**src/rtl/lsu_pkg.sv**
```systemverilog
// lsu_pkg: shared types and constants for the load/store unit.
// Holds the RV32I size/sign funct3 codes and the FSM state enum.
package lsu_pkg;

  localparam logic [2:0] F3_B  = 3'b000;
  localparam logic [2:0] F3_H  = 3'b001;
  localparam logic [2:0] F3_W  = 3'b010;
  localparam logic [2:0] F3_BU = 3'b100;
  localparam logic [2:0] F3_HU = 3'b101;

  typedef enum logic [1:0] {
    IDLE  = 2'd0,
    ISSUE = 2'd1,
    LWAIT = 2'd2,
    RESP  = 2'd3
  } lsu_state_t;

endpackage

```
**src/rtl/lsu_align.sv**
```systemverilog
// lsu_align: combinational lane steering for the load/store unit.
// Ports: funct3_i/off_i select size and lane; wdata_i -> mask_o/wdata_o
// (store path); rdata_i -> rdata_o extended load word (load path).
module lsu_align
  import lsu_pkg::*;
(
  input  logic [2:0]  funct3_i,
  input  logic [1:0]  off_i,
  input  logic [31:0] wdata_i,
  input  logic [31:0] rdata_i,
  output logic [3:0]  mask_o,
  output logic [31:0] wdata_o,
  output logic [31:0] rdata_o
);

  logic [31:0] bsh;
  logic [31:0] hsh;

  // Halfword and word lanes ignore the low offset bits,
  // so misaligned accesses are force-aligned here.
  assign bsh = rdata_i >> {off_i, 3'b000};
  assign hsh = rdata_i >> {off_i[1], 4'b0000};

  always_comb begin
    mask_o  = 4'b1111;
    wdata_o = wdata_i;
    case (funct3_i)
      F3_B: begin
        mask_o  = 4'b0001 << off_i;
        wdata_o = {4{wdata_i[7:0]}};
      end
      F3_H: begin
        mask_o  = 4'b0011 << {off_i[1], 1'b0};
        wdata_o = {2{wdata_i[15:0]}};
      end
      default: ;
    endcase
  end

  always_comb begin
    rdata_o = rdata_i;
    case (funct3_i)
      F3_B:  rdata_o = {{24{bsh[7]}}, bsh[7:0]};
      F3_BU: rdata_o = {24'h0, bsh[7:0]};
      F3_H:  rdata_o = {{16{hsh[15]}}, hsh[15:0]};
      F3_HU: rdata_o = {16'h0, hsh[15:0]};
      default: ;
    endcase
  end

endmodule

```
**src/rtl/lsu.sv**
```systemverilog
// lsu: one-at-a-time load/store unit driving a word-aligned data memory.
// Ports: req_* request handshake in, resp_* result handshake out,
// mem_* memory port (enables only asserted in ISSUE, never in reset).
// Option: define LSU_MISALIGN_TRAP_EN to reject misaligned H/HU/W.
module lsu
  import lsu_pkg::*;
(
  input  logic        clk_i,
  input  logic        rst_i,
  input  logic        req_valid_i,
  output logic        req_ready_o,
  input  logic        req_store_i,
  input  logic [2:0]  req_funct3_i,
  input  logic [31:0] req_addr_i,
  input  logic [31:0] req_wdata_i,
  input  logic [4:0]  req_rd_i,
  output logic        resp_valid_o,
  input  logic        resp_ready_i,
  output logic [31:0] resp_data_o,
  output logic [4:0]  resp_rd_o,
  output logic        resp_err_o,
  output logic [31:0] mem_addr_o,
  output logic [31:0] mem_wdata_o,
  output logic [3:0]  mem_wr_mask_o,
  output logic        mem_wen_o,
  output logic        mem_ren_o,
  input  logic [31:0] mem_rdata_i
);

  lsu_state_t  state_q;
  logic        store_q;
  logic [2:0]  f3_q;
  logic [31:0] addr_q;
  logic [31:0] wdata_q;
  logic [4:0]  rd_q;
  logic [31:0] resp_data_q;
  logic [4:0]  resp_rd_q;
  logic        resp_err_q;

  logic        err_d;
  logic        issue;
  logic [3:0]  mask_w;
  logic [31:0] swdata_w;
  logic [31:0] ldata_w;

  always_comb begin
    err_d = (req_funct3_i == 3'b011)
          | (req_funct3_i[2:1] == 2'b11)
          | (req_store_i & req_funct3_i[2]);
`ifdef LSU_MISALIGN_TRAP_EN
    if ((req_funct3_i == F3_H || req_funct3_i == F3_HU)
        && req_addr_i[0])
      err_d = 1'b1;
    if (req_funct3_i == F3_W && req_addr_i[1:0] != 2'b00)
      err_d = 1'b1;
`endif
  end

  lsu_align u_align (
    .funct3_i (f3_q),
    .off_i    (addr_q[1:0]),
    .wdata_i  (wdata_q),
    .rdata_i  (mem_rdata_i),
    .mask_o   (mask_w),
    .wdata_o  (swdata_w),
    .rdata_o  (ldata_w)
  );

  always_ff @(posedge clk_i) begin
    if (rst_i) begin
      state_q     <= IDLE;
      store_q     <= 1'b0;
      f3_q        <= 3'b0;
      addr_q      <= 32'h0;
      wdata_q     <= 32'h0;
      rd_q        <= 5'h0;
      resp_data_q <= 32'h0;
      resp_rd_q   <= 5'h0;
      resp_err_q  <= 1'b0;
    end else begin
      unique case (state_q)
        IDLE: begin
          if (req_valid_i) begin
            store_q <= req_store_i;
            f3_q    <= req_funct3_i;
            addr_q  <= req_addr_i;
            wdata_q <= req_wdata_i;
            rd_q    <= req_rd_i;
            if (err_d) begin
              resp_err_q  <= 1'b1;
              resp_rd_q   <= req_rd_i;
              resp_data_q <= 32'h0;
              state_q     <= RESP;
            end else begin
              state_q <= ISSUE;
            end
          end
        end
        ISSUE: begin
          if (store_q) begin
            resp_data_q <= 32'h0;
            resp_rd_q   <= rd_q;
            resp_err_q  <= 1'b0;
            state_q     <= RESP;
          end else begin
            state_q <= LWAIT;
          end
        end
        LWAIT: begin
          resp_data_q <= ldata_w;
          resp_rd_q   <= rd_q;
          resp_err_q  <= 1'b0;
          state_q     <= RESP;
        end
        RESP: begin
          if (resp_ready_i) begin
            resp_data_q <= 32'h0;
            resp_rd_q   <= 5'h0;
            resp_err_q  <= 1'b0;
            state_q     <= IDLE;
          end
        end
        default: state_q <= IDLE;
      endcase
    end
  end

  assign issue         = (state_q == ISSUE);
  assign req_ready_o   = (state_q == IDLE);
  assign resp_valid_o  = (state_q == RESP);
  assign resp_data_o   = resp_data_q;
  assign resp_rd_o     = resp_rd_q;
  assign resp_err_o    = resp_err_q;

  assign mem_addr_o    = issue ? {addr_q[31:2], 2'b00} : 32'h0;
  assign mem_wr_mask_o = (issue & store_q) ? mask_w : 4'h0;
  assign mem_wdata_o   = (issue & store_q) ? swdata_w : 32'h0;
  // Enables drop in a reset cycle so an aborted store never writes.
  assign mem_wen_o     = issue & store_q & ~rst_i;
  assign mem_ren_o     = issue & ~store_q & ~rst_i;

endmodule

```
**config.mk**
```make
export PLATFORM = sky130hd
export DESIGN_NAME = lsu
export DESIGN_NICKNAME = d
export VERILOG_FILES = /design/src/rtl/lsu_pkg.sv /design/src/rtl/lsu_align.sv /design/src/rtl/lsu.sv
export SDC_FILE = /design/constraint.sdc
export NUM_CORES = 1
export LEC_CHECK = 0
export CAP_MARGIN = 20
export CORE_MARGIN = 2
export CORE_UTILIZATION = 35
export CTS_BUF_LIST = sky130_fd_sc_hd__clkbuf_16
export DETAILED_ROUTE_END_ITERATION = 10
export PLACE_DENSITY_LB_ADDON = 0.08
export SLEW_MARGIN = 25
export SYNTH_ARGS = -nofsm -noshare
export SYNTH_HDL_FRONTEND = slang
export SYNTH_SLANG_ARGS = --single-unit
```
**constraint.sdc**
```tcl
create_clock -name clk_i -period 1.9 [get_ports clk_i]
set_input_delay 0.285 -clock clk_i [delete_from_list [all_inputs] [get_ports clk_i]]
set_output_delay 0.285 -clock clk_i [all_outputs]
set_load 0.02 [all_outputs]
```
## Yosys cells after proc, flatten, opt, wreduce, memory -nomap -nowiden

Cells that the tools add are included.

- Register bits: 113
- Bits of input ports: 109
- Output and inout bits: 110
- Word-level logic and storage cells: 65

- Eq/ne operators: 12
- Shifts and indexed selects: 4
- Multiplexer cells: 26
- Bitwise operators: 9
- Reduce and logical (&&, ||, !) cells: 5

Operators by type and width:

| kind | count |
|---|---|
| 32-bit case mux with 4 select lines | 2 |
| 32-bit 2-to-1 mux | 6 |
| 32-bit case mux with 2 select lines | 1 |
| 32-bit by 5-bit right shift with 16-bit output | 1 |
| 32-bit by 5-bit right shift with 8-bit output | 1 |
| 5-bit 2-to-1 mux | 4 |
| 5-bit case mux with 4 select lines | 1 |
| 2-bit case mux with 4 select lines | 1 |
| 4-bit case mux with 2 select lines | 1 |
| 2-bit == test, second input constant | 3 |
| 3-bit == test, second input constant | 2 |
| 2-bit 2-to-1 mux | 3 |
| 1-bit bitwise AND | 5 |
| 1-bit 2-to-1 mux | 5 |
| 4-bit 2-to-1 mux | 1 |
| 2-bit by 1-bit != test with 1-bit output, second input constant | 2 |
| 2-bit != test, second input constant | 2 |
| 1-bit case mux with 4 select lines | 1 |
| 2-bit AND reduction | 2 |
| 4-bit AND reduction | 1 |
| 1-bit by 2-bit << shifter with 4-bit output, first input constant | 1 |
| 2-bit by 2-bit << shifter with 4-bit output, first input constant | 1 |
| 3-bit by 1-bit == test with 1-bit output, second input constant | 1 |
| 3-bit by 2-bit == test with 1-bit output, second input constant | 1 |
| other kinds (5) | 7 |

## Longest topological paths before layout

Gate-level depths: netlist of the first run.

- Depth after elaboration: 6
- Mapped depth: 7
- Depth with buffers taken out: 6

## By module

A second synthesis of the first run with hierarchy kept.

- Cell total of the unflattened synthesis: 780
- Area total of the unflattened synthesis: 5841.9 µm²

Modules (own cells, without submodules):

| module | instances | cells an instance | area each (µm²) | seq. area each (µm²) |
|---|---|---|---|---|
| lsu | 1 | 609 | 4734.5 | 2262.2 |
| lsu_align | 1 | 171 | 1107.3 | 0.0 |

## Worst setup path before layout of the first run

Ideal clock, no wire load.

- Path kind: reg-to-reg
- Start: register state_q[0]
- End: register resp_data_q[25] (netlist: resp_data_o[25])
- Library setup time: 0.061 ns
- Arrival: 1.961 ns
- Slack: -0.123 ns
- Stages on the path, launching flop included: 8
- Buffers on the path: 1
- Clock period less this slack: 2.023 ns
- Cells stage by stage: dfxtp_1 -> inv_1 -> ha_1 -> nand2b_1 -> nand3_1 -> nor4b_4 -> buf_6 -> a32o_1

- Word-level cells in the longest chain between the ends: 3

Ends and longest elaborated chain:

| item | line | text |
|---|---|---|
| start, declared | lsu.sv:30 | `lsu_state_t state_q;` |
| start signal, assigned | lsu.sv:71 | `state_q <= IDLE;` |
| start signal, assigned | lsu.sv:93 | `state_q <= RESP;` |
| start signal, assigned | lsu.sv:95 | `state_q <= ISSUE;` |
| 2-bit zero test (*) | - |  |
| via req_ready_o | lsu.sv:11 | `output logic req_ready_o,` |
| 2-bit by 1-bit != test with 1-bit output (no line) or 2-bit != test (tied branches) | - |  |
| 4-bit AND reduction (no line) | - |  |
| end signal, assigned | lsu.sv:110 | `resp_data_q <= ldata_w;` |
| end, declared | lsu.sv:36 | `logic [31:0] resp_data_q;` |

The timed path passes the listed nets; every way through them passes the cells marked *.
A chain may end at the register's enable or synchronous reset.

## Final worst setup path of the first run

- Start: register state_q[1]
- End: output mem_wdata_o[21]

- Word-level cells in the longest chain between the ends: 3

Ends and longest elaborated chain:

| item | line | text |
|---|---|---|
| 2-bit by 1-bit == test with 1-bit output | lsu.sv:128 | `assign issue = (state_q == ISSUE);` |
| 1-bit bitwise AND | lsu.sv:137 | `assign mem_wdata_o = (issue & store_q) ? swdata_w : 32'h0;` |
| 32-bit 2-to-1 mux | lsu.sv:137 |  |
| end, declared | lsu.sv:23 | `output logic [31:0] mem_wdata_o,` |

Every way passes these cells.

==> impl_metrics.csv, run 1 <==
group,metric,value,unit
timing,max_clock_freq,0.532,GHz
timing,fin_skew,8.55,ps
cells_and_area,ff_latch_area,0.00228,mm²
cells_and_area,fin_area,0.00892,mm²
pwr,p_leak,3.42,nW
synthesis,synth_top_area_share,40.4,%
pwr,p_clk_share,28.4,%
detailed_routing,drt.antenna.violating_nets,0,
timing,setup_slack,20.3,ps
clock_network,cts.sinks,113,
pwr,pwr-share-seq,28.8,%
run,drv_cap,0,
worst_hold_path,hold-path-cell-count,3,
die,dieWidth,130,µm
clock_network,root_buffer,"clkbuf_16",
worst_setup_path,crit_top_cell,"buf_12",
worst_setup_path,end_kind,"output pin",
pwr,total_power,11.0,mW
synthesis,syn_area,0.00560,mm²
worst_setup_path,start_kind,"register",
detailed_routing,drt_pass1_iterations,4,
place,placement.io_buffers,216,
die,rows,46,
synthesis,async_flop_share,0,%
timing,worst_pin_slew,504,ps
worst_setup_path,path_buf_inv,4,
pwr,power_switching_share,36.6,%
grt,grt_pass1_wl,28800,µm
synthesis,synthFlopType,"dfxtp_1",
detailed_routing,dr.first_iter.drc_count,337,
pwr,ir_worst_vdd,0.723,mV
pwr,p_sw,4.04,mW
clock_network,cts_made_buffers,17,
cells_and_area,syn2layout_area_growth,59.4,%
detailed_routing,vias,5966,
synthesis,yosys_warnings,0,
worst_setup_path,worst-endpoint-arrival,1590,ps
timing,min_period,1880,ps
clock_network,cts_buffer_depth,2,
timing,setup_viol,0,
timing,setup_tns,0,ps
synthesis,synth_top_area_cell,"dfxtp_1",
place,dp_slack,-101,ps
synthesis,ys_ff_latch,113,
synthesis,ys_seq_area_share,40.4,%
pwr,p_comb_share,42.7,%
worst_setup_path,setup.worst_path.start,"state_q[1]",
die,ios,219,
timing,timing.hold.ws,409,ps
grt,grt_pass1_vias,5783,
place,dp.cells,1150,
die,die_height,130,µm
die,start_util,35.5,%
timing,relSlewSlack,66.4,%
synthesis,syn_area_per_cell,7.70,µm²
grt,globalRouteOverflowTotal,0,
synthesis,synth_cells,727,
worst_setup_path,critPathRequiredTime,1620,ps
worst_setup_path,crit_fanout,21,
status,status,"completed",
clock_network,cts.htree.levels,4,
grt,grt_usage,21.6,%
die,die_area,0.0170,mm²
clock_network,path_clk_slew,50,ps
cells_and_area,post_route_cells_drive_above_1_share,20.8,%
cells_and_area,fin_util,56.6,%
cells_and_area,fin_cells,1187,
worst_setup_path,critical-path-top-delay-family,"buffers and inverters",
worst_setup_path,r2r_start,"f3_q[0]",
grt,grt_start_max_net_pins,51,
cells_and_area,fin_nets,1072,
clock_network,clk_latency,410,ps
pwr,power_density,1230,mW/mm²
synthesis,synth-edff-count,0,
timing,fin_crit_sh,98.9,%
detailed_routing,wirelength,19100,µm
detailed_routing,drc,0,
synthesis,synth_area_leaders,"dfxtp_1 40%, nand2_1 12%, a21oi_1 9.7%",
worst_hold_path,min_path_type,"in -> reg",
worst_setup_path,cp.depth,7,
place,hpwl,13600,µm
place,placed_area,0.00829,mm²
pwr,internal_power,6.98,mW
timing,hold_viol_final,0,
synthesis,synth_cell_types,46,
worst_setup_path,critical_path_class,"reg -> out",
detailed_routing,via_per_inst,5.03,
grt,antenna_found_initial,0,
die,core_area,0.0158,mm²
worst_setup_path,critical-path-max-stage-delay,320,ps
worst_hold_path,hp-start,"rst_i",
clock_network,hold_buffers,0,
worst_setup_path,r2r.worst_path.cells,6,
cells_and_area,multi_input_area,0.00317,mm²
clock_network,cts_tree,"built",
cells_and_area,fillCellCount,1460,
place,routabilityCongestion,0.908,
worst_setup_path,path_cells,"inv_2, ha_4, nand2_2, buf_12, buf_12, a21oi_2, buf_6",
timing,rsz0062_at_grt,"true",
worst_setup_path,crit_slowest_cell,"dfxtp_2",
detailed_routing,wl_per_cell,16.1,µm
timing,finalMaxSlewViolations,0,
## cell usage after synthesis, types with 3 or more instances
cell and number:
clkbuf_1 46, buf_6 5, and2_1 32, dfxtp_1 113, and3_1 9, nor4_1 4
nand2b_1 34, o21ai_0 22, a32o_1 27, nor2_1 31, inv_1 7, a2bb2oi_1 3
a21oi_1 108, nand4_1 4, mux2_2 5, buf_4 4, buf_1 4, o2bb2ai_1 4
mux2i_1 9, o22a_1 8, o32a_1 4, a211oi_1 12, ha_1 5, nand2_1 185
nor3_1 14, buf_2 5
## state kept, by name (all words and copies together) (netlist names), 2 cells and up
| signal | count |
|---|---|
| resp_data_o | 32 |
| wdata_q | 32 |
| state_q | 2 |
| resp_rd_o | 5 |
| rd_q | 5 |
| addr_q | 32 |
| f3_q | 3 |
## placed cells by master (no fill, tap or decap), drive strengths merged, types with 5 or more instances in the layout
cell type        n
dfxtp          113
inv              9
clkdlybuf4s50  145
o21ai           23
a21oi          108
a32o            27
a211oi          12
and2            32
mux2i           10
o22a             8
ha               5
clkinv           8
nor2            31
mux2             5
nand2b          34
and3             9
clkdlybuf4s15   15
clkbuf          41
nor3            15
nand2          185
buf             89
## metal layers
metal / GRT usage [%] / up-vias / wire, µm
li1: - / 2972 / -
met1: 26.7 / 2769 / 8200
met2: 35.2 / 195 / 9080
met3: 6.64 / 30 / 1320
met4: 9.14 / 0 / 479
met5: 0 / - / 0
## worst paths after layout
| path | endpoint | slack (ps) |
|---|---|---|
| setup / recovery | mem_wdata_o[21] | 20 |
| hold / removal | wdata_q[28] | 410 |
| setup reg to reg | resp_data_o[2] | 90 |
| hold reg to reg | addr_q[4] | 450 |
## kinds of logic (layout without fill, tap and decap cells)
logic type | count (synthesis) | after routing | synth area share (%)
AOI/OAI and AO/OA | 196 | 196 | 22.3
DFF | 113 | 113 | 40.4
buffers and inverters | 71 | 312 | 5.81
and+or+nand+nor | 325 | 326 | 26.8
other | 1 | 3 | 0.0670
adders and majority gates | 5 | 5 | 1.12
muxes | 16 | 16 | 3.42
## worst min-delay path: stages
cell	delay, ps
buf_2	170
buf_12	200
a21oi_1	120
## timing repair
action	CTS	global route
endpoints found under the setup margin	102	98
cloned	0	4
buffers inserted	0	1
pin swaps	1	2
gates resized for setup	243	69
## cell type report
cell class | count | share of cell area [%]
diodes | 1 | 0.0281
flip-flops and latches | 113 | 25.5
clock buffers | 17 | 4.77
well taps | 216 | 3.03
repair buffers | 274 | 29.1
clock inverters | 14 | 1.68
inverters | 7 | 0.295
multi-input cells | 545 | 35.5
## power by group through the flow
stage                     combinational [mW]  sequential [mW]  clock, mW
final                                   4.71             3.18       3.13
after global routing                    5.14             3.23       3.29
after CTS                               4.57             3.16       3.18
after detailed placement                4.52             3.19          0
after global placement                  4.45             3.17          0
after floorplan                         2.49             3.30          0
(Power assumes the default switching activity.)
==> run 2, diff against run 1 <==
--- a/config.mk
+++ b/config.mk
@@ -6,6 +6,7 @@
 export NUM_CORES = 1
 export LEC_CHECK = 0
 export CAP_MARGIN = 20
+export CORE_ASPECT_RATIO = 1.2
 export CORE_MARGIN = 2
 export CORE_UTILIZATION = 35
 export CTS_BUF_LIST = sky130_fd_sc_hd__clkbuf_16
==> run 2 against run 1 <==
Final cell count down 0.93%. Total power fell by 1.1%. Sequential share of layout area up 0.36 points. Setup slack improved by 27 ps. Combinational power about the same. Critical path depth shrank 1. Register-to-register slack worse by 40 ps. Via count up 0.15%. Cell area shrank 1.6%. Non-clock buffer count is 2 lower. Critical path type unchanged. Critical endpoint is now mem_wdata_o[18].
==> impl_metrics.csv, run 2 (synthesis results as in run 1) <==
group,metric,value,unit
cells_and_area,post_route_cells_drive_above_1_share,20.5,%
die,rows,50,
worst_hold_path,hold-path-cell-count,2,
worst_hold_path,min_path_type,"in -> reg",
worst_setup_path,end_kind,"output pin",
clock_network,cts_made_buffers,17,
die,core_area,0.0156,mm²
pwr,power_density,1240,mW/mm²
timing,fin_skew,8.00,ps
place,placement.io_buffers,216,
pwr,total_power,10.9,mW
detailed_routing,drc,0,
die,die_area,0.0170,mm²
die,start_util,35.8,%
detailed_routing,wl_per_cell,16.7,µm
cells_and_area,final_common_cell,"nand2_1",
place,hpwl,14200,µm
worst_hold_path,hold_end,"resp_err_o",
cells_and_area,fin_util,56.1,%
timing,fin_crit_sh,97.5,%
worst_setup_path,start_kind,"register",
die,die_height,143,µm
worst_setup_path,worst-endpoint-arrival,1570,ps
die,dieWidth,119,µm
detailed_routing,wirelength,19600,µm
grt,grt_start_max_net_pins,51,
run,drv_cap,0,
detailed_routing,via_per_inst,5.08,
detailed_routing,drt_pass1_iterations,5,
timing,setup_viol,0,
timing,min_period,1850,ps
timing,finalMaxSlewViolations,0,
worst_setup_path,r2r.worst_path.cells,10,
clock_network,cts.htree.levels,4,
grt,antenna_found_initial,0,
worst_setup_path,critPathRequiredTime,1620,ps
grt,grt_usage,22.7,%
grt,grt_pass1_wl,30800,µm
grt,globalRouteOverflowTotal,0,
place,routabilityCongestion,0.900,
clock_network,root_buffer,"clkbuf_16",
worst_hold_path,hp-start,"rst_i",
status,status,"completed",
worst_setup_path,crit_fanout,15,
timing,rsz0062_at_grt,"true",
cells_and_area,antenna_cells,0,
pwr,ir_worst_vdd,0.660,mV
clock_network,clk_latency,400,ps
cells_and_area,fin_nets,1069,
worst_setup_path,r2r_start,"state_q[1]",
pwr,p_leak,3.43,nW
timing,hold_viol_final,0,
clock_network,cts_buffer_depth,2,
timing,setup_tns,0,ps
timing,timing.hold.ws,240,ps
detailed_routing,dr.first_iter.drc_count,324,
cells_and_area,layout_common_cells,"183 x nand2_1, 145 x clkdlybuf4s50_1, 106 x dfxtp_1, 104 x a21oi_1, 52 x buf_4",
detailed_routing,vias,5975,
worst_setup_path,critical_path_class,"reg -> out",
grt,grt_pass1_vias,6057,
cells_and_area,syn2layout_area_growth,56.8,%
clock_network,cts.sinks,113,
clock_network,cts_tree,"built",
detailed_routing,drt.antenna.violating_nets,0,
clock_network,path_clk_slew,50,ps
worst_setup_path,regToRegSetupSlack,50,ps
timing,max_clock_freq,0.540,GHz
die,ios,219,
worst_setup_path,timing.rr.end,"resp_data_o[29]",
run 2: cell types whose count changed in the layout (fill, tap and decap cells not counted), moves of 4 or more:
cell	delta
buf_2	+32
clkbuf_2	-22
a21oi_1	+7
a21oi_2	-6
buf_6	-6
clkdlybuf4s15_2	-5
o21ai_0	-4
o21ai_1	+4
run 2: worst max-delay path by stage:
stage / start / to / slack [ps] / cells past startpoint
final: state_q[1] / mem_wdata_o[18] / 50 / 6
after CTS: state_q[1] / mem_wdata_o[4] / 1 / 5
after floorplan: f3_q[1] / mem_wdata_o[23] / -30 / 6
after global placement: addr_q[1] / resp_data_o[15] / -50 / 4
after global routing: state_q[1] / mem_wdata_o[27] / -50 / 6
after detailed placement: state_q[1] / mem_wdata_o[25] / -80 / 6
run 2: routing by layer:
layer / vias up / GRT usage [%] / routed length (µm)
li1: 2959 / - / -
met2: 179 / 39.4 / 9930
met1: 2807 / 26.2 / 7940
met4: 0 / 9.10 / 529
met3: 30 / 6.89 / 1240
met5: - / 0 / 0
run 2: power breakdown:
part / internal [mW] / switching [mW]
logic: 2.11 / 2.62
clock network: 1.89 / 1.09
registers: 2.85 / 0.332
run 2: per-stage QoR:
stage / instance area [µm²] / cells / setup WS, ps
after floorplan: 5620 / 728 / -31.3
after global placement: 8240 / 1139 / -48.7
after detailed placement: 8240 / 1139 / -82.2
after CTS: 8780 / 1172 / 1.43
after global routing: 8780 / 1176 / -46.0
final: 8780 / 1176 / 47.7
run 2: worst max-delay path: stages, from the launching register on:
cell	delay [ps]
dfxtp_2	320
inv_2	70
ha_4	170
nand2_4	90
buf_16	170
a21oi_1	170
buf_4	170
run 2: final cells by class:
type | count | area, µm²
Clock buffer | 17 | 425
Clock inverter | 15 | 129
Fill cell | 1512 | 6860
Inverter | 7 | 26.3
Multi-Input combinational cell | 544 | 3150
Sequential cell | 113 | 2270
Tap cell | 208 | 260
Timing Repair Buffer | 272 | 2510
run 2: what timing repair did:
action / in CTS / in global routing
hold buffers: 0 / 0
cloned: 1 / 3
endpoints found under the hold margin: 0 / 0
endpoints found under the setup margin: 76 / 94
pin swaps: 0 / 4
setup buffers: 0 / 1
gates resized for setup: 253 / 71
==> run 3, diff against run 2 <==
--- a/config.mk
+++ b/config.mk
@@ -8,7 +8,7 @@
 export CAP_MARGIN = 20
 export CORE_ASPECT_RATIO = 1.2
 export CORE_MARGIN = 2
-export CORE_UTILIZATION = 35
+export CORE_UTILIZATION = 40
 export CTS_BUF_LIST = sky130_fd_sc_hd__clkbuf_16
 export DETAILED_ROUTE_END_ITERATION = 10
 export PLACE_DENSITY_LB_ADDON = 0.08
==> run 3 against run 2 <==
The flow now finishes with violations (setup timing). Core utilization rose by 8.0 points. Wire length down 3.0%. Clock power is 6.7% higher. Combinational power about the same. Sequential share of layout area is 0.093 points lower. Fmax decreased by 4.0%. Critical path depth is 1 higher. Via count is 1.9% higher. Die area down 12%. Sequential power barely moved.
==> impl_metrics.csv, run 3 (synthesis results as in run 1) <==
group,metric,value,unit
grt,grt_start_max_net_pins,59,
run,drv_cap,0,
detailed_routing,vias,6090,
worst_setup_path,setup.worst_path.start,"state_q[1]",
grt,grt_pass1_vias,5947,
worst_setup_path,crit_top_cell,"buf_4",
clock_network,cts.htree.levels,4,
place,dp.cells,1102,
timing,finalMaxSlewViolations,0,
cells_and_area,syn2layout_area_growth,57.5,%
worst_setup_path,end_kind,"output pin",
place,placement.io_buffers,216,
grt,globalRouteOverflowTotal,0,
place,placed_area,0.00819,mm²
status,status,"finished, violations left",
pwr,ir_worst_vdd,0.559,mV
die,rows,47,
timing,setup_viol,5,
place,routabilityCongestion,0.909,
timing,max_clock_freq,0.518,GHz
cells_and_area,fin_cells,1147,
cells_and_area,final_common_cell,"nand2_1",
worst_setup_path,start_kind,"register",
worst_hold_path,min_path_type,"in -> reg",
pwr,total_power,11.1,mW
worst_setup_path,critical_path_class,"reg -> out",
timing,min_period,1930,ps
worst_setup_path,worst-endpoint-arrival,1640,ps
die,die_area,0.0150,mm²
worst_setup_path,path_cells,"inv_2, ha_4, nand2_4, buf_12, buf_4, nor2_1, buf_4",
clock_network,path_clk_slew,50,ps
cells_and_area,fin_nets,1076,
die,core_area,0.0138,mm²
clock_network,cts_tree,"built",
worst_setup_path,critical-path-max-stage-delay,320,ps
clock_network,cts_made_buffers,17,
pwr,power_density,1260,mW/mm²
status,violations,"setup timing",
worst_setup_path,critPathRequiredTime,1620,ps
worst_hold_path,hold-path-cell-count,4,
worst_setup_path,crit_fanout,12,
cells_and_area,fin_area,0.00882,mm²
place,hpwl,13300,µm
detailed_routing,dr.first_iter.drc_count,493,
detailed_routing,wirelength,19100,µm
worst_setup_path,crit_slowest_cell,"dfxtp_2",
pwr,p_leak,3.46,nW
grt,grt_usage,24.5,%
worst_hold_path,hp-start,"rst_i",
die,die_height,134,µm
die,ios,219,
cells_and_area,layout_common_cells,"183 x nand2_1, 145 x clkdlybuf4s50_1, 108 x dfxtp_1, 102 x a21oi_1, 70 x buf_4",
die,dieWidth,112,µm
clock_network,cts.sinks,113,
grt,antenna_found_initial,1,
clock_network,clk_latency,410,ps
worst_setup_path,r2r.worst_path.cells,10,
worst_setup_path,r2r_start,"state_q[1]",
timing,rsz0062_at_grt,"true",
timing,hold_viol_final,0,
timing,fin_skew,6.64,ps
cells_and_area,post_route_cells_drive_above_1_share,21.1,%
clock_network,root_buffer,"clkbuf_16",
grt,grt_pass1_wl,29600,µm
detailed_routing,drc,0,
detailed_routing,drt.antenna.violating_nets,0,
timing,fin_crit_sh,102,%
detailed_routing,wl_per_cell,16.6,µm
timing,setup_slack,-28.9,ps
detailed_routing,drt_pass1_iterations,5,
die,start_util,40.7,%
detailed_routing,via_per_inst,5.31,
clock_network,cts_buffer_depth,2,
clock_network,hold_buffers,0,
run 3: cell types whose count changed in the layout (fill, tap and decap cells not counted), moves of 3 or more:
| cell | before | now |
|---|---|---|
| clkinv_2 | 6 | 1 |
| clkinvlp_4 | 2 | 6 |
| o21ai_0 | 18 | 15 |
| buf_4 | 52 | 70 |
| clkbuf_2 | 0 | 4 |
| buf_2 | 47 | 40 |
| dfxtp_2 | 7 | 3 |
| clkdlybuf4s15_2 | 10 | 1 |
run 3: worst paths after layout:
kind	slack, ps	end
max	-30	mem_wr_mask_o[2]
max reg2reg	50	resp_data_o[21]
min	300	resp_data_o[11]
min reg2reg	450	addr_q[28]
run 3: layer usage:
metal	vias to the layer above	routed length, µm	global-route usage (%)
li1	2976	-	-
met1	2847	7630	28.3
met2	237	9680	43.4
met3	30	1230	6.51
met4	0	508	8.81
met5	-	0	0
run 3: power by group:
| group | internal, mW | switching, mW | total, mW |
|---|---|---|---|
| combinational | 2.12 | 2.64 | 4.76 |
| clock | 2.04 | 1.13 | 3.18 |
| sequential | 2.85 | 0.313 | 3.16 |
run 3: timing repair:
item | in CTS | in global routing
gates resized for setup | 282 | 65
buffers inserted | 0 | 7
pin swaps | 3 | 2
gates cloned | 2 | 3
endpoints found under the setup margin | 102 | 92
run 3: area by class of cell:
type / count / area, µm²
fillers: 1298 / 4940
multi-input cells: 544 / 3150
repair buffers: 279 / 2560
flip-flops and latches: 113 / 2270
clock buffers: 17 / 425
well taps: 171 / 214
clock inverters: 15 / 169
inverters: 7 / 26.3
diodes: 1 / 2.50
run 3: stage by stage:
step / utilization, % / setup slack, ps / hold WS [ps] / setup TNS, ps
after floorplan: - / -31.3 / 421 / -31.3
after global placement: 59.5 / -69.0 / 438 / -1910
after detailed placement: 59.5 / -130 / 442 / -6400
after CTS: 64.0 / -20.1 / 292 / -64.8
after global routing: 64.1 / -62.6 / 299 / -519
final: 64.1 / -28.9 / 304 / -59.3
run 3: critical path: cells and delay by family (launching register included):
kind / cells / cell delay [ps]
simple gates: 2 / 200
fa+ha+maj: 1 / 170
buf+inv: 4 / 530
flops: 1 / 320
